===== src/rtl/hc_deser_rx.sv =====
// Half-cycle serial receiver: LSB-first deserializer feeding a 2-entry valid/ready FIFO.
// Optional even-parity bit per word when HC_DESER_PARITY_EN is defined.
module hc_deser_rx #(
    parameter int unsigned WIDTH = 8
) (
    input  logic             clk,
    input  logic             rb,
    input  logic             sin,
    input  logic             sval,
    input  logic             ssof,
    output logic [WIDTH-1:0] dout,
    output logic             dvld,
    input  logic             drdy,
    output logic             perr,
    output logic             ovf,
    output logic             busy
);
    localparam int unsigned CW = $clog2(WIDTH + 1);

    typedef enum logic {StShift, StPar} state_e;

    state_e           state_q, state_d;
    logic [CW-1:0]    cnt_q, cnt_d;
    logic [WIDTH-1:0] shreg_q, shreg_d;

    logic             push;
    logic             push_perr;
    logic [WIDTH-1:0] push_word;
    logic             pop;

    logic [WIDTH-1:0] mem_q [2];
    logic [WIDTH-1:0] mem_d [2];
    logic [1:0]       perr_q, perr_d;
    logic [1:0]       fcnt_q, fcnt_d;
    logic             ovf_q, ovf_d;

    // Deserializer: state only moves on edges where sval qualifies the bit.
    always_comb begin
        state_d   = state_q;
        cnt_d     = cnt_q;
        shreg_d   = shreg_q;
        push      = 1'b0;
        push_word = {sin, shreg_q[WIDTH-1:1]};
        push_perr = 1'b0;
        if (sval) begin
            if (ssof) begin
                state_d = StShift;
                cnt_d   = CW'(1);
                shreg_d = {sin, {(WIDTH-1){1'b0}}};
            end else begin
`ifdef HC_DESER_PARITY_EN
                if (state_q == StPar) begin
                    push      = 1'b1;
                    push_word = shreg_q;
                    push_perr = ^{shreg_q, sin};
                    state_d   = StShift;
                    cnt_d     = '0;
                end else
`endif
                begin
                    shreg_d = {sin, shreg_q[WIDTH-1:1]};
                    if (cnt_q == CW'(WIDTH - 1)) begin
`ifdef HC_DESER_PARITY_EN
                        state_d = StPar;
                        cnt_d   = CW'(WIDTH);
`else
                        push  = 1'b1;
                        cnt_d = '0;
`endif
                    end else begin
                        cnt_d = cnt_q + CW'(1);
                    end
                end
            end
        end
    end

    // FIFO: entry 0 is the head; a pop frees a slot for a same-edge push when full.
    always_comb begin
        mem_d  = mem_q;
        perr_d = perr_q;
        fcnt_d = fcnt_q;
        ovf_d  = ovf_q;
        pop    = dvld && drdy;
        if (pop) begin
            mem_d[0]  = mem_q[1];
            perr_d[0] = perr_q[1];
            mem_d[1]  = '0;
            perr_d[1] = 1'b0;
            fcnt_d    = fcnt_q - 2'd1;
        end
        if (push) begin
            if (fcnt_d == 2'd2) begin
                ovf_d = 1'b1;
            end else begin
                mem_d[fcnt_d[0]]  = push_word;
                perr_d[fcnt_d[0]] = push_perr;
                fcnt_d            = fcnt_d + 2'd1;
            end
        end
    end

    always_ff @(posedge clk or negedge rb) begin
        if (!rb) begin
            state_q <= StShift;
            cnt_q   <= '0;
            shreg_q <= '0;
            mem_q   <= '{default: '0};
            perr_q  <= '0;
            fcnt_q  <= '0;
            ovf_q   <= 1'b0;
        end else begin
            state_q <= state_d;
            cnt_q   <= cnt_d;
            shreg_q <= shreg_d;
            mem_q   <= mem_d;
            perr_q  <= perr_d;
            fcnt_q  <= fcnt_d;
            ovf_q   <= ovf_d;
        end
    end

    assign dvld = (fcnt_q != 2'd0);
    assign dout = dvld ? mem_q[0] : '0;
    assign perr = dvld & perr_q[0];
    assign ovf  = ovf_q;
    assign busy = (cnt_q != '0) || (state_q == StPar);

endmodule


===== config.mk =====
export PLATFORM = sky130hd
export DESIGN_NAME = hc_deser_rx
export DESIGN_NICKNAME = d
export VERILOG_FILES = /design/src/rtl/hc_deser_rx.sv
export SDC_FILE = /design/constraint.sdc
export NUM_CORES = 1
export LEC_CHECK = 0
export CAP_MARGIN = 20
export CORE_ASPECT_RATIO = 2
export CORE_MARGIN = 2
export CORE_UTILIZATION = 30
export CTS_BUF_LIST = sky130_fd_sc_hd__clkbuf_4
export CTS_CLUSTER_DIAMETER = 60
export DETAILED_ROUTE_END_ITERATION = 12
export GPL_TIMING_DRIVEN = 0
export SYNTH_ARGS = -nofsm -noshare
export SYNTH_HDL_FRONTEND = slang
export SYNTH_SLANG_ARGS = --single-unit

===== constraint.sdc =====
create_clock -name clk -period 4.6 [get_ports clk]
set_input_delay 0.46 -clock clk [delete_from_list [all_inputs] [get_ports clk]]
set_output_delay 0.46 -clock clk [all_outputs]
set_load 0.005 [all_outputs]

==> summary.txt <==
Run status
  – Outcome: finished, final reports clean

Detailed routing
  – Antenna-violating nets left: 0
  – Drt drc: 0
  – First drt pass iteration count: 4
  – Vias: 1648
  – Per-cell routed wire length: 17.6 µm
  – Via/cell ratio: 5.93
  – DR iter-0 viols: 60
  – WL final: 4.90 mm

Die
  – I/O pin count: 18
  – Rows: 40
  – Die width: 59.2 µm
  – Initial Util: 0.307
  – Die area: 6770 µm²
  – Die Span Y: 114 µm
  – Core footprint: 5960 µm²

Logic synthesis
  – Cell area after synthesis: 1830 µm²
  – Synth unique cells: 37
  – Post-Syn Instances: 189
  – Yosys reg bits: 32
  – Syn Area/Cell: 9.67 µm²
  – YS warnings: 0
  – Mapped Nets: 199
  – Register area share after synthesis: 0.438

Global route
  – Initial antenna violation count: 1
  – Number of global-route vias before repair: 1704
  – First-pass GRT wire length: 8.27 mm
  – Gr usage total: 0.165
  – Global route overflow: 0
  – Largest net degree at the start of global routing: 33

STA
  – Fin crit share: 0.732
  – Final-report hold violation count: 0
  – RSZ-0062 raised after global routing: false
  – Min Tclk post-route: 3.37 ns
  – Pins Over Slew Limit: 0
  – Tightest Pin Transition: 0.752 ns
  – Relative slew slack: 0.499
  – Clock Skews: 0.0147 ns
  – Sum Neg Setup Slack: 0 ns
  – FMAX: 297 MHz
  – Final setup violating endpoints: 0

Placement
  – DP Cell Count: 269
  – RD Place Congestion: 0.854
  – DP HPWL: 3.47 mm
  – Port Buffers: 17

Final layout
  – Nets: 223
  – Commonest non-fill, non-tap cells in the layout: 32 x dfrtp_1, 16 x clkdlybuf4s50_1, 14 x inv_1
  – Post-Layout Cell Count: 278
  – Most common cell after layout, fill and taps aside: dfrtp_1
  – Synth-to-Final Area Change: 16.6%
  – Share of post-route cells with drive strength above 1: 0.121

CTS
  – Worst-Skew Late Latency: 0.36 ns
  – Post-cts resize count: 0
  – CTS tree: done
  – CTS sink cnt: 32
  – Number of buffers created by CTS: 5
  – CTS Buffer Depth: 2
  – Root Buffer: clkbuf_4
  – Postcts setup bufs: 0
  – Hold-fix buffers, CTS: 0
  – Worst-path clk slew: 0.11 ns
  – Htree depth: 2

Run
  – # Max-Cap Violations: 0

Pwr
  – PwrDens: 394 nW/µm²
  – Maximum VDD drop: 132 µV
  – Leak: 0.870 nW

Setup path
  – Data required, critical path: 4.82 ns
  – Critical path class: reg2reg
  – Nature of the critical path startpoint: register
  – CP Capture Type: register
  – Max FO, Critical Path: 10
  – Critical Path AT: 3.59 ns

Hold path
  – Hold crit path type: in2async
[power breakdown]
group | internal (W) | total (W) | switching, W
Combinational | 0.000136 | 0.000327 | 0.000191
Sequential | 0.000314 | 0.000342 | 0.0000272
Clock | 0.0000704 | 0.000170 | 0.000100
[kinds of logic (layout without fill, tap and decap cells)]
kind of cell,after synthesis,count (layout),synth area share
buf+inv,29,54,0.0712
mux,6,6,0.0349
compound gates,64,64,0.245
fa+ha+maj,4,4,0.0274
xor+xnor,1,1,0.00480
other cells,0,1,0
flops,32,32,0.438
simple gates,53,53,0.179
[cells in the mapped netlist]
cell type  number  share of area
dfrtp_1        32           0.44
inv_1          14          0.029
a22oi_1        12          0.049
nand2_1        11          0.023
nor2b_1        11          0.038
nand3_1         9          0.025
nor2_1          9          0.018
a31oi_1         8          0.027
o22ai_1         8          0.027
a21boi_0        7          0.029
a21oi_1         7          0.019
o221ai_1        7          0.034
a2bb2oi_1       6          0.029
buf_2           5          0.014
clkbuf_1        5          0.010
o21ai_0         5          0.014
ha_1            4          0.027
mux2_2          3          0.018
mux2i_1         3          0.016
buf_1           2         0.0041
buf_6           2          0.012
nor3_2          2          0.011
nor3_4          2          0.018
or4_1           2         0.0082
a211oi_1        1         0.0041
a21o_1          1         0.0041
inv_2           1         0.0021
nand2b_1        1         0.0034
nand2b_2        1         0.0048
nand3b_1        1         0.0041
nand4bb_4       1          0.015
nor3_1          1         0.0027
nor4b_1         1         0.0048
o211ai_1        1         0.0041
o31ai_1         1         0.0041
or2_2           1         0.0034
xnor2_1         1         0.0048
[flip-flops by register name, summed over array words and instances, names as in the netlist]
signal and cells:
cnt_q 4, fcnt_q 2, mem_q 16, ovf 1
perr_q 2, shreg_q 7
[worst max-delay path, cell delays in order (launching register included)]
cell and delay, ns:
dfrtp_1 0.36, buf_2 0.15, inv_2 0.18, ha_1 0.21, nor2b_1 0.05, buf_2 0.17, buf_1 0.28, o21ai_0 0.33
inv_1 0.08, ha_1 0.22, nand4bb_4 0.32, nor3_2 0.31, buf_2 0.31, a21oi_1 0.11, a2bb2oi_1 0.15
[metrics by stage]
| stage | worst slack (ns) | hold slack, ns | util | total power [W] | cell area, µm² |
|---|---|---|---|---|---|
| global placement | 1.13 | 0.445 | 0.349 | 0.000667 | 2080 |
| finish | 1.23 | 0.157 | 0.358 | 0.000839 | 2130 |
| global route | 0.989 | 0.190 | 0.358 | 0.000898 | 2130 |
| floorplan | 1.84 | 0.164 | - | 0.000564 | 1830 |
| detailed placement | 1.13 | 0.447 | 0.348 | 0.000676 | 2070 |
| CTS | 1.22 | 0.177 | 0.357 | 0.000848 | 2130 |
[final timing paths]
path                            startpoint         end  slack (ns)  cells after the start
worst max-delay path             fcnt_q[0]   mem_q[12]        1.23                     14
worst min register to register         ovf         ovf        0.46                      1
worst min-delay path                    rb  shreg_q[3]        0.16                      1
max in group asynchronous               rb   mem_q[12]        3.95                      1
worst max register to register   fcnt_q[0]   mem_q[12]        1.23                     14
min in group clk                       ovf         ovf        0.46                      1
[metal layers]
layer	up-vias	routed length (µm)	GRT usage
met3	14	225	0.0441
met4	0	190	0.120
li1	747	-	-
met2	58	2700	0.282
met1	829	1780	0.165
met5	-	0	0
[cell type report]
class / count / area, µm²
Multi-Input combinational cell: 128 / 896
Fill cell: 594 / 3830
Antenna cell: 1 / 2.50
Clock inverter: 1 / 3.75
Clock buffer: 7 / 52.6
Tap cell: 63 / 78.8
Sequential cell: 32 / 801
Timing Repair Buffer: 17 / 165
Inverter: 15 / 56.3
Buffer: 14 / 73.8
Note: power is estimated with default switching activity, not from simulation.
